[config.mk]
export PLATFORM = sky130hd
export DESIGN_NAME = receive_que_arbiter
export DESIGN_NICKNAME = d
export VERILOG_FILES = /design/src/rtl/receive_que_arbiter.sv
export SDC_FILE = /design/constraint.sdc
export NUM_CORES = 1
export LEC_CHECK = 0
export BUFFER_PORTS_ARGS = -buffer_cell sky130_fd_sc_hd__buf_2
export CORE_UTILIZATION = 50
export DETAILED_ROUTE_END_ITERATION = 10
export GPL_TIMING_DRIVEN = 0
export PLACE_DENSITY = 0.79
export SETUP_SLACK_MARGIN = 0.1
export SYNTH_ARGS = -nofsm -noshare
export SYNTH_HDL_FRONTEND = slang
export SYNTH_SLANG_ARGS = --single-unit
[constraint.sdc]
create_clock -name clock -period 2.14 [get_ports clock]
set_input_delay 0.107 -clock clock [delete_from_list [all_inputs] [get_ports clock]]
set_output_delay 0.107 -clock clock [all_outputs]
set_load 0.01 [all_outputs]
[src/rtl/receive_que_arbiter.sv]
`default_nettype none
// ============================================================================
// receive_que_arbiter
//   Round-robin arbiter streaming one complete receive-queue frame at a time
//   to the forwarding engine, with a stall watchdog that aborts dead grants.
//   Revision: 1.0
// ============================================================================
module receive_que_arbiter #(
  parameter int NUMBER_OF_PORTS   = 2,
  parameter int DATA_WIDTH        = 8,
  parameter int TIMEOUT_CYCLES    = 2048,
  parameter int GRANT_INDEX_WIDTH = (NUMBER_OF_PORTS > 1) ? $clog2(NUMBER_OF_PORTS) : 1
) (
  input  logic                                  clock,
  input  logic                                  reset,
  input  logic [NUMBER_OF_PORTS-1:0]            request_valid,
  input  logic [NUMBER_OF_PORTS*DATA_WIDTH-1:0] request_data,
  input  logic [NUMBER_OF_PORTS-1:0]            request_data_valid,
  input  logic [NUMBER_OF_PORTS-1:0]            request_last,
  output logic [NUMBER_OF_PORTS-1:0]            request_ready,
  output logic [NUMBER_OF_PORTS-1:0]            grant,
  output logic [GRANT_INDEX_WIDTH-1:0]          grant_index,
  output logic [DATA_WIDTH-1:0]                 output_data,
  output logic                                  output_valid,
  output logic                                  output_last,
  input  logic                                  output_ready,
  output logic                                  timeout_pulse,
  output logic [15:0]                           frames_forwarded
);

  localparam int GIW = GRANT_INDEX_WIDTH;
  localparam int CW  = GIW + 1;
  localparam int WDW = (TIMEOUT_CYCLES > 2) ? $clog2(TIMEOUT_CYCLES) : 1;

  localparam logic [WDW-1:0] WD_LIMIT  = WDW'(TIMEOUT_CYCLES - 1);
  localparam logic [CW-1:0]  PORTS_C   = CW'(NUMBER_OF_PORTS);
  localparam logic [GIW-1:0] LAST_PORT = GIW'(NUMBER_OF_PORTS - 1);

  localparam logic [0:0] ST_IDLE   = 1'b0;
  localparam logic [0:0] ST_STREAM = 1'b1;

  logic [0:0]                 state_q, state_d;
  logic [GIW-1:0]             ptr_q, ptr_d;
  logic [GIW-1:0]             gidx_q, gidx_d;
  logic [NUMBER_OF_PORTS-1:0] grant_q, grant_d;
  logic [WDW-1:0]             wd_q, wd_d;
  logic                       tpulse_q, tpulse_d;
  logic [15:0]                frames_q, frames_d;

  logic                       pick_found;
  logic [GIW-1:0]             pick_idx;
  logic [CW-1:0]              cand;
  logic                       in_stream;
  logic                       transfer;
  logic [GIW-1:0]             ptr_next;

  // First requester at or above the pointer, wrapping modulo the port count.
  always_comb begin
    pick_found = 1'b0;
    pick_idx   = '0;
    cand       = '0;
    for (int i = 0; i < NUMBER_OF_PORTS; i++) begin
      cand = {1'b0, ptr_q} + CW'(i);
      if (cand >= PORTS_C) cand = cand - PORTS_C;
      if (!pick_found && request_valid[cand[GIW-1:0]]) begin
        pick_found = 1'b1;
        pick_idx   = cand[GIW-1:0];
      end
    end
  end

  assign in_stream    = (state_q == ST_STREAM);
  assign output_data  = in_stream ? request_data[gidx_q*DATA_WIDTH +: DATA_WIDTH] : '0;
  assign output_valid = in_stream & request_data_valid[gidx_q];
  assign output_last  = output_valid & request_last[gidx_q];
  assign transfer     = output_valid & output_ready;
  assign ptr_next     = (gidx_q == LAST_PORT) ? '0 : gidx_q + 1'b1;

  always_comb begin
    request_ready = '0;
    if (in_stream) request_ready[gidx_q] = output_ready;
  end

  always_comb begin
    state_d  = state_q;
    ptr_d    = ptr_q;
    gidx_d   = gidx_q;
    grant_d  = grant_q;
    wd_d     = wd_q;
    tpulse_d = 1'b0;
    frames_d = frames_q;
    case (state_q)
      ST_IDLE: begin
        if (pick_found) begin
          state_d           = ST_STREAM;
          gidx_d            = pick_idx;
          grant_d           = '0;
          grant_d[pick_idx] = 1'b1;
          wd_d              = '0;
        end
      end
      ST_STREAM: begin
        if (transfer) begin
          wd_d = '0;
          if (output_last) begin
            state_d  = ST_IDLE;
            grant_d  = '0;
            gidx_d   = '0;
            ptr_d    = ptr_next;
            frames_d = frames_q + 16'd1;
          end
        end else if (wd_q == WD_LIMIT) begin
          // Abandon the grant; the partial frame lacks output_last downstream.
          state_d  = ST_IDLE;
          grant_d  = '0;
          gidx_d   = '0;
          ptr_d    = ptr_next;
          tpulse_d = 1'b1;
        end else begin
          wd_d = wd_q + 1'b1;
        end
      end
      default: begin
        state_d = ST_IDLE;
        grant_d = '0;
        gidx_d  = '0;
      end
    endcase
  end

  always_ff @(posedge clock or posedge reset) begin
    if (reset) begin
      state_q  <= ST_IDLE;
      ptr_q    <= '0;
      gidx_q   <= '0;
      grant_q  <= '0;
      wd_q     <= '0;
      tpulse_q <= 1'b0;
      frames_q <= '0;
    end else begin
      state_q  <= state_d;
      ptr_q    <= ptr_d;
      gidx_q   <= gidx_d;
      grant_q  <= grant_d;
      wd_q     <= wd_d;
      tpulse_q <= tpulse_d;
      frames_q <= frames_d;
    end
  end

  assign grant            = grant_q;
  assign grant_index      = gidx_q;
  assign timeout_pulse    = tpulse_q;
  assign frames_forwarded = frames_q;

endmodule
`default_nettype wire

# Word-level counts from Yosys, hierarchy flattened
# Index checks and enable logic that the tools add are counted.
[totals]
regBits = 33
[op_classes]
add_sub_neg = 6
n_eq_ne = 6
n_shift = 1
magnitude_cmp = 8
n_bitwise = 5
muxes = 46
reduce_logical = 9
[ops]
columns = ["op", "count"]
rows = [
  ["$mux 11", 3],
  ["$mux 1", 31],
  ["$pmux 11 s2", 1],
  ["$add 16x1->16 const B", 1],
  ["$shiftx 16x5->8", 1],
  ["$add 11x1->11 const B", 1],
  ["$eq 11x11->1 const B", 1],
  ["$mux 2", 5],
  ["$reduce_and 3->1", 3],
  ["$lt 1x2->1 const B", 4],
  ["$mux 8", 1],
  ["$ne 3x3->1 const B", 2],
  ["$ne 2x2->1 const B", 2],
  ["$pmux 1 s2", 2],
  ["$pmux 2 s2", 1],
  ["$and 1x1->1", 3],
  ["$logic_and 1x1->1", 3],
  ["$ne 3x1->1 const B", 1],
  ["$add 1x1->2 const B", 1],
  ["$and 2x2->2", 1],
  ["$demux 1 s1", 2],
  ["$ge 1x1->1 const B", 2],
  ["$ge 1x2->1 const B", 1],
  ["$ge 2x2->1 const B", 1],
  ["6 further kinds", 7],
]

# Longest topological paths before layout
# Gate-level depths: netlist (run 1).
[depth]
ltp_word = 14
mapped_depth = 6
depth_no_buf = 5

# Worst setup path before layout (run 1)
# Ideal clock, no wire load.
[synth_timing]
path_kind = "reg2reg"
from = "register gidx_q, in the netlist grant_index"
to = "register grant_q[0], in the netlist grant[0]"
setup_slack_ns = 0.364
arrival_ns = 1.652
period_less_slack_ns = 1.776
n_path_buf = 1
path_stages_with_launch = 6
path_cell_list = "dfrtp_1 -> buf_6 -> mux2_4 -> a21o_1 -> o211ai_1 -> mux2_2"
[synth_via]
elab_chain_cells = 6
word_cells_on_any_way = 12
cone_classes = "eq/ne (2); mux (6); bitwise (3); reduce/logical (1)"
[synth_lines]
columns = ["item", "line_no", "source"]
rows = [
  ["from (decl)", "44", "logic [GIW-1:0] gidx_q, gidx_d;"],
  ["from (signal assigned)", "143", "gidx_q <= gidx_d;"],
  ["$mux 1 (not written as such) (2 in series)", "74", "assign output_valid = in_stream & request_data_valid[gidx_q];"],
  ["$and 1x1->1", "74", ""],
  ["$and 1x1->1 (on tied branches)", "76, 75", ""],
  ["$ne 3x1->1 (no source line), or another cell as far along", "--", ""],
  ["$reduce_and 3->1 (no source line) / $pmux 2 s2 (equally long branches)", "--", ""],
  ["to (signal assigned)", "144", "grant_q <= grant_d;"],
  ["to (decl)", "45", "logic [NUMBER_OF_PORTS-1:0] grant_q, grant_d;"],
]
# Parallel ways exist; a longest one is shown, timed or not. The select of a mux whose other input is x is not followed.
# A chain may end at the register's enable or synchronous reset.

# Worst setup path after layout (run 1)
# Same ends and word-level chain as after synthesis.

==> results of run 1 <==
## worst max path at each step
| stage | from | end | slack, ns | cells past startpoint |
|---|---|---|---|---|
| 2_1_floorplan | grant_index$_DFFE_PP0P_ | grant[0]$_DFFE_PP0P_ | 0.36 | 5 |
| 3_3_place_gp | grant_index$_DFFE_PP0P_ | grant[0]$_DFFE_PP0P_ | 0.28 | 5 |
| 3_5_place_dp | grant_index$_DFFE_PP0P_ | grant[0]$_DFFE_PP0P_ | 0.28 | 5 |
| 4_1_cts | grant_index$_DFFE_PP0P_ | output_data[6] | 0.24 | 5 |
| 5_1_grt | grant_index$_DFFE_PP0P_ | output_data[6] | 0.15 | 5 |
| 6_report | grant_index$_DFFE_PP0P_ | grant[0]$_DFFE_PP0P_ | 0.26 | 5 |
## Yosys cell counts, types with 2 or more instances
cell type                  instances
sky130_fd_sc_hd__a21o_1            2
sky130_fd_sc_hd__a21oi_1          13
sky130_fd_sc_hd__a21oi_2           2
sky130_fd_sc_hd__a31oi_1           2
sky130_fd_sc_hd__a32o_1            2
sky130_fd_sc_hd__and2_1            2
sky130_fd_sc_hd__and3_1            5
sky130_fd_sc_hd__and4_1            2
sky130_fd_sc_hd__clkbuf_1          5
sky130_fd_sc_hd__dfrtp_1          32
sky130_fd_sc_hd__ha_1              2
sky130_fd_sc_hd__inv_1             4
sky130_fd_sc_hd__mux2_2            2
sky130_fd_sc_hd__mux2i_1           9
sky130_fd_sc_hd__nand2_1           9
sky130_fd_sc_hd__nand3_1           6
sky130_fd_sc_hd__nand4_1          12
sky130_fd_sc_hd__nor2_1           13
sky130_fd_sc_hd__nor3_1            4
sky130_fd_sc_hd__o211ai_1          3
sky130_fd_sc_hd__o21ai_0           4
sky130_fd_sc_hd__or3_1             2
sky130_fd_sc_hd__xnor2_1          14
## flip-flops by register name, summed over array words and instances, names as in the netlist
name and count:
frames_forwarded 16, ptr_q 1, wd_q 11, in_stream 1
grant 1, grant_index 1, timeout_pulse 1
## power by group
part / switching, W / total [W] / internal [W]
combinational: 0.000376 / 0.000686 / 0.000310
clock: 0.000208 / 0.000453 / 0.000245
sequential: 0.0000858 / 0.000780 / 0.000694
total: 0.000670 / 0.00192 / 0.00125
## logic make-up (layout without fill, tap and decap cells)
family,after synthesis,in the layout,synth area share
AO/OA/AOI/OAI,36,36,0.144
XOR/XNOR,15,15,0.0762
flip-flops,32,32,0.464
multiplexers,12,12,0.0740
AND/OR/NAND/NOR,61,61,0.194
adder cells (fa/ha/maj),2,2,0.0145
buffers and inverters,12,78,0.0334
## per-layer routing
layer / routed length, um / part of all wire / track usage
met5: 0 / 0 / 0
met4: 15 / 0.0040 / 0.0487
met3: 160 / 0.042 / 0.0725
met2: 1840 / 0.49 / 0.328
met1: 1760 / 0.47 / 0.305
## metrics by stage
stage	hold WS (ns)	total power, W	cell area, um^2	setup slack (ns)	utilization
6_report	0.0573	0.00192	2170	0.258	0.689
2_1_floorplan	0.223	0.00124	1720	0.364	-
3_3_place_gp	0.403	0.00146	2060	0.283	0.653
4_1_cts	0.0493	0.00193	2140	0.237	0.677
3_5_place_dp	0.402	0.00147	2060	0.279	0.653
5_1_grt	0.0682	0.00206	2170	0.146	0.689
## final cells by class
type                            count  area share
Sequential cell                    32       0.368
Buffer                              8      0.0196
Timing Repair Buffer               58       0.146
Tap cell                           44      0.0253
Inverter                            4     0.00691
Multi-Input combinational cell    126       0.398
Clock buffer                        6      0.0190
Clock inverter                      2      0.0161
## critical path, cell delays in order (launching register included)
cell	delay [ns]
sky130_fd_sc_hd__dfrtp_1	0.41
sky130_fd_sc_hd__buf_6	0.14
sky130_fd_sc_hd__mux2_4	0.32
sky130_fd_sc_hd__a21o_1	0.26
sky130_fd_sc_hd__o211ai_1	0.28
sky130_fd_sc_hd__mux2_2	0.36
==> impl_metrics.sql, run 1 <==
INSERT INTO impl_metrics (metric_group, metric, value, unit) VALUES
('worst_hold_path', 'hold_path.class', 'in -> reg', ''),
('sta', 'slew-limit-headroom', '0.559', ''),
('logic_synthesis', 'synth_top_area_frac', '0.464', ''),
('logic_synthesis', 'seq_area_frac_synth', '0.464', ''),
('worst_setup_path', 'timing.critical_path.required', '2.37', 'ns'),
('route', 'drt_drc_violations_left', '0', ''),
('cells_and_area', 'multi_input_comb_area', '866', 'um^2'),
('logic_synthesis', 'netlist_instances', '170', ''),
('cts', 'tritoncts', 'done', ''),
('cts', 'post_cts_hold_buffer_count', '0', ''),
('place', 'detailedPlacementHpwl', '2.74', 'mm'),
('cts', 'cts-buffers-inserted', '5', ''),
('route', 'drtPass1Iterations', '4', ''),
('global_route', 'grt_pass1_vias', '1323', ''),
('worst_setup_path', 'crit-reg2reg-capture', 'grant[0]$_DFFE_PP0P_', ''),
('cts', 'clock_latency', '0.33', 'ns'),
('global_route', 'grt_usage', '0.217', ''),
('cells_and_area', 'layout-drive-gt1-share', '0.318', ''),
('route', 'routed_via_density', '5.44', ''),
('logic_synthesis', 'postSynthAreaPerCell', '10.1', 'um^2'),
('logic_synthesis', 'synth_cell_types', '42', ''),
('floorplanning', 'die_width', '60.7', 'um'),
('sta', 'timing.fmax', '531', 'MHz'),
('worst_setup_path', 'worstSetupStartpointType', 'flip-flop', ''),
('cts', 'clk_transition_reported_paths', '0.10', 'ns'),
('cells_and_area', 'post_layout_net_count', '262', ''),
('route', 'first_iter_violations', '107', ''),
('worst_setup_path', 'crit_fanout', '6', ''),
('logic_synthesis', 'post_synth_main_area_contributors', 'sky130_fd_sc_hd__dfrtp_1 (46%), sky130_fd_sc_hd__xnor2_1 (7.1%), sky130_fd_sc_hd__mux2i_1 (5.2%), sky130_fd_sc_hd__nand4_1 (4.4%), sky130_fd_sc_hd__a21oi_1 (3.8%)', ''),
('route', 'ant_nets', '0', ''),
('worst_setup_path', 'critPathArrivalTime', '2.11', 'ns'),
('cells_and_area', 'layout.cells.most_common', 'sky130_fd_sc_hd__buf_2', ''),
('power', 'power_per_cell_area', '883', 'nW/um^2'),
('sta', 'setup_viol', '0', ''),
('route', 'detailroute.via_count', '1524', ''),
('route', 'routed_wire_length_per_instance', '13.5', 'um'),
('logic_synthesis', 'ys_warn_count', '0', ''),
('logic_synthesis', 'synth_ff_type', 'sky130_fd_sc_hd__dfrtp_1', ''),
('place', 'gp_congestion', '0.879', ''),
('worst_setup_path', 'critPathCaptureType', 'flip-flop', ''),
('floorplanning', 'chipHeight', '60.7', 'um'),
('sta', 'period_minus_slack', '1.88', 'ns'),
('worst_setup_path', 'rr_startpoint', 'grant_index$_DFFE_PP0P_', ''),
('cts', 'cts-htree-levels', '2', ''),
('logic_synthesis', 'mappedNetlistArea', '1720', 'um^2'),
('cts', 'post-cts-setup-buffers', '0', ''),
('place', 'port-buffer-count', '56', ''),
('sta', 'finClkSkew', '0.00382', 'ns'),
('route', 'routed_wl', '3.78', 'mm'),
('logic_synthesis', 'synth_enable_flop_cells', '0', ''),
('floorplanning', 'start_util', '0.547', ''),
('cells_and_area', 'antenna-diode-count', '0', ''),
('sta', 'hold_viol', '0', ''),
('logic_synthesis', 'syn-num-nets', '197', ''),
('cells_and_area', 'syn2layout_area_growth', '26.1', '%'),
('global_route', 'grt_pass1_wl', '5.89', 'mm'),
('sta', 'timing.setup.tns', '0', 'ns'),
('worst_hold_path', 'holdPathStages', '2', ''),
('cells_and_area', 'mostFrequentLayoutCells', 'sky130_fd_sc_hd__buf_2 (57), sky130_fd_sc_hd__dfrtp_1 (32), sky130_fd_sc_hd__xnor2_1 (14)', ''),
('outcome', 'status', 'finished, final reports clean', ''),
('power', 'ir_drop', '0.000634', 'V'),
('cts', 'cts_resized', '0', ''),
('worst_setup_path', 'ff2ff_path_depth', '5', ''),
('cts', 'root_buffer', 'sky130_fd_sc_hd__clkbuf_4', ''),
('logic_synthesis', 'post-synth-top-area-cell', 'sky130_fd_sc_hd__dfrtp_1', ''),
('worst_hold_path', 'holdCritStartpoint', 'request_valid[1]', ''),
('logic_synthesis', 'synthArstFlopShare', '1.00', ''),
('worst_setup_path', 'worst-setup-path-type', 'reg -> reg', ''),
('global_route', 'grt_start_max_net_pins', '33', ''),
('floorplanning', 'boundaryPins', '57', ''),
('sta', 'worst_slew_pin_slew', '0.656', 'ns');
No activity file was read; power rests on OpenSTA's default activity.
==> run 2: changes to the inputs <==
CORE_UTILIZATION = 45   (was 50)
GPL_TIMING_DRIVEN = unset   (was 0)
PLACE_DENSITY = 0.72   (was 0.79)
clock period = 1.6 ns   (was 2.14 ns; I/O delays follow)
==> run 2 against run 1 <==
Against the previous run: the flow now finishes with violations (setup timing); core utilization is 3.5 points higher; clock power is 35% higher; sequential power is 35% higher; total power is 59% higher; cell count is 12% higher; sequential share of layout area is 6.6 points lower; routed wire length is 33% higher; fmax is 12% higher; first-iteration DRC count is 13% lower; largest cell class unchanged.
==> impl_metrics.sql, run 2 (synthesis results as in run 1) <==
INSERT INTO impl_metrics (metric_group, metric, value, unit) VALUES
('cts', 'clock_latency', '0.28', 'ns'),
('sta', 'slew-limit-headroom', '0.729', ''),
('sta', 'worst_hold_slack', '0.112', 'ns'),
('sta', 'post_route_fraction_of_the_period_consumed_by_the_critical_path', '1.05', ''),
('power', 'power_per_cell_area', '1150', 'nW/um^2'),
('floorplanning', 'die_width', '63.9', 'um'),
('floorplanning', 'placeableCoreArea', '3660', 'um^2'),
('cells_and_area', 'final_util', '0.724', ''),
('cells_and_area', 'syn2layout_area_growth', '53.7', '%'),
('sta', 'worst_slew_pin_slew', '0.406', 'ns'),
('floorplanning', 'fp-row-count', '22', ''),
('cells_and_area', 'antenna-diode-count', '0', ''),
('route', 'detailroute.via_count', '1800', ''),
('worst_setup_path', 'path_cells', 'mux2_4, a21o_1, o211ai_1, mux2_2', ''),
('cts', 'root_buffer', 'sky130_fd_sc_hd__clkbuf_8', ''),
('floorplanning', 'chipHeight', '63.9', 'um'),
('power', 'ir_drop', '0.000782', 'V'),
('place', 'detailedPlacementHpwl', '3.12', 'mm'),
('floorplanning', 'boundaryPins', '57', ''),
('route', 'routed_via_density', '5.75', ''),
('sta', 'final_max_slew_viol_count', '0', ''),
('power', 'static-leakage-power', '1.32', 'nW'),
('sta', 'setup_viol', '10', ''),
('global_route', 'grt_pass1_vias', '1730', ''),
('worst_setup_path', 'path_depth', '4', ''),
('route', 'routed_wire_length_per_instance', '16.0', 'um'),
('cts', 'cts-htree-levels', '2', ''),
('cts', 'cts_sinks', '32', ''),
('route', 'routed_wl', '5.02', 'mm'),
('cts', 'clk_transition_reported_paths', '0.07', 'ns'),
('worst_hold_path', 'hold_path.class', 'in -> reg', ''),
('place', 'place.detailed.instances', '291', ''),
('outcome', 'status', 'finished, violations left', ''),
('cells_and_area', 'post_layout_net_count', '291', ''),
('cells_and_area', 'layout.cells.most_common', 'sky130_fd_sc_hd__buf_2', ''),
('worst_setup_path', 'path_buf_inv', '0', ''),
('floorplanning', 'dieArea', '4080', 'um^2'),
('cells_and_area', 'mostFrequentLayoutCells', 'sky130_fd_sc_hd__buf_2 (56), sky130_fd_sc_hd__dfrtp_1 (32), sky130_fd_sc_hd__buf_4 (24)', ''),
('floorplanning', 'start_util', '0.471', ''),
('worst_setup_path', 'worstSetupStartpointType', 'flip-flop', ''),
('place', 'gp_congestion', '0.867', ''),
('worst_setup_path', 'critical-path-slowest-cell', 'sky130_fd_sc_hd__dfrtp_1', ''),
('worst_setup_path', 'ff2ff_setup_slack', '-0.08', 'ns'),
('sta', 'timing.fmax', '596', 'MHz'),
('cells_and_area', 'post_route_insts_no_fill', '313', ''),
('worst_hold_path', 'holdPathStages', '2', ''),
('global_route', 'initial_antenna_violation_count', '0', ''),
('outcome', 'violations', 'setup timing', ''),
('sta', 'hold_viol', '0', ''),
('sta', 'worst_slack', '-0.0775', 'ns'),
('worst_setup_path', 'timing.critical_path.required', '1.77', 'ns'),
('route', 'drt_drc_violations_left', '0', ''),
('worst_setup_path', 'critPathMaxStageDelay', '0.43', 'ns'),
('worst_setup_path', 'critPathArrivalTime', '1.84', 'ns'),
('route', 'drtPass1Iterations', '4', ''),
('cts', 'tritoncts', 'done', ''),
('route', 'ant_nets', '0', ''),
('cells_and_area', 'largest_register_ff_count', '16', ''),
('global_route', 'grt_start_max_net_pins', '33', ''),
('global_route', 'grt_usage', '0.244', ''),
('worst_setup_path', 'ff2ff_path_depth', '4', ''),
('flow_run', 'drv.max_cap_violation_count', '0', ''),
('worst_setup_path', 'worst-setup-path-type', 'reg -> reg', ''),
('power', 'fin_total_pwr', '0.00305', 'W'),
('sta', 'finClkSkew', '0.0150', 'ns'),
('global_route', 'grt_pass1_wl', '7.68', 'mm'),
('route', 'first_iter_violations', '93', ''),
('worst_setup_path', 'timing.critical_path.max_delay_family', 'multiplexers', ''),
('place', 'port-buffer-count', '56', ''),
('cells_and_area', 'layout-drive-gt1-share', '0.502', ''),
('cts', 'maximum_root_to_sink_buffer_count', '2', ''),
('sta', 'rsz0062_at_grt', 'yes', ''),
('global_route', 'global_route.overflow_total', '0', ''),
('worst_setup_path', 'crit_fanout', '3', ''),
('worst_setup_path', 'critPathCaptureType', 'flip-flop', ''),
('place', 'place_ws', '-0.0258', 'ns'),
('cts', 'cts-buffers-inserted', '5', ''),
('sta', 'period_minus_slack', '1.68', 'ns');
## run 2: per-stage QoR
| stage | instance area (um^2) | TNS (ns) |
|---|---|---|
| floorplan | 1760 | -0.428 |
| global placement | 2250 | 0 |
| detailed placement | 2250 | -0.0681 |
| CTS | 2520 | -0.0804 |
| global route | 2650 | -1.26 |
| finish | 2650 | -0.242 |
## run 2: timing repair
action / in CTS / in global routing
endpoints found under the hold margin: 32 / 0
hold buffers: 1 / 0
resized for setup: 23 / 23
cloned: 2 / 0
pin swaps: 21 / 18
buffers inserted: 7 / 5
setup endpoints to repair: 26 / 33
## run 2: layout make-up
class                   instances  area, um^2
repair buffers                 95         651
flip-flops and latches         32         801
fillers                       256        1010
inverters                       4        15.0
clock inverters                 3        18.8
clock buffers                   5        68.8
multi-input cells             126        1040
well taps                      48        60.1
## run 2: worst paths after layout
check / from / to
min in group asynchronous: reset / frames_forwarded[5]$_DFFE_PP0P_
max: grant_index$_DFFE_PP0P_ / grant[0]$_DFFE_PP0P_
max reg2reg: grant_index$_DFFE_PP0P_ / grant[0]$_DFFE_PP0P_
max in group asynchronous: reset / timeout_pulse$_DFF_PP0_
min reg2reg: frames_forwarded[15]$_DFFE_PP0P_ / frames_forwarded[15]$_DFFE_PP0P_
min: request_valid[1] / grant_index$_DFFE_PP0P_
## run 2: worst reg2reg max path: stages (launching register included)
cell and delay [ns]:
sky130_fd_sc_hd__dfrtp_1 0.43, sky130_fd_sc_hd__mux2_4 0.32, sky130_fd_sc_hd__a21o_1 0.19, sky130_fd_sc_hd__o211ai_1 0.25
sky130_fd_sc_hd__mux2_2 0.37
## run 2: layer usage
| layer | GRT usage | up-vias | routed length, um |
|---|---|---|---|
| met5 | 0 | - | 0 |
| met4 | 0.125 | 0 | 118 |
| met3 | 0.0357 | 12 | 241 |
| met2 | 0.418 | 81 | 2550 |
| met1 | 0.296 | 893 | 2110 |
| li1 | - | 814 | - |
## run 2: power by group
part           total, W  switching, W  internal [W]
Sequential      0.00105      0.000123      0.000930
Clock          0.000610      0.000307      0.000303
Combinational   0.00138      0.000682      0.000702
Total           0.00305       0.00111       0.00193
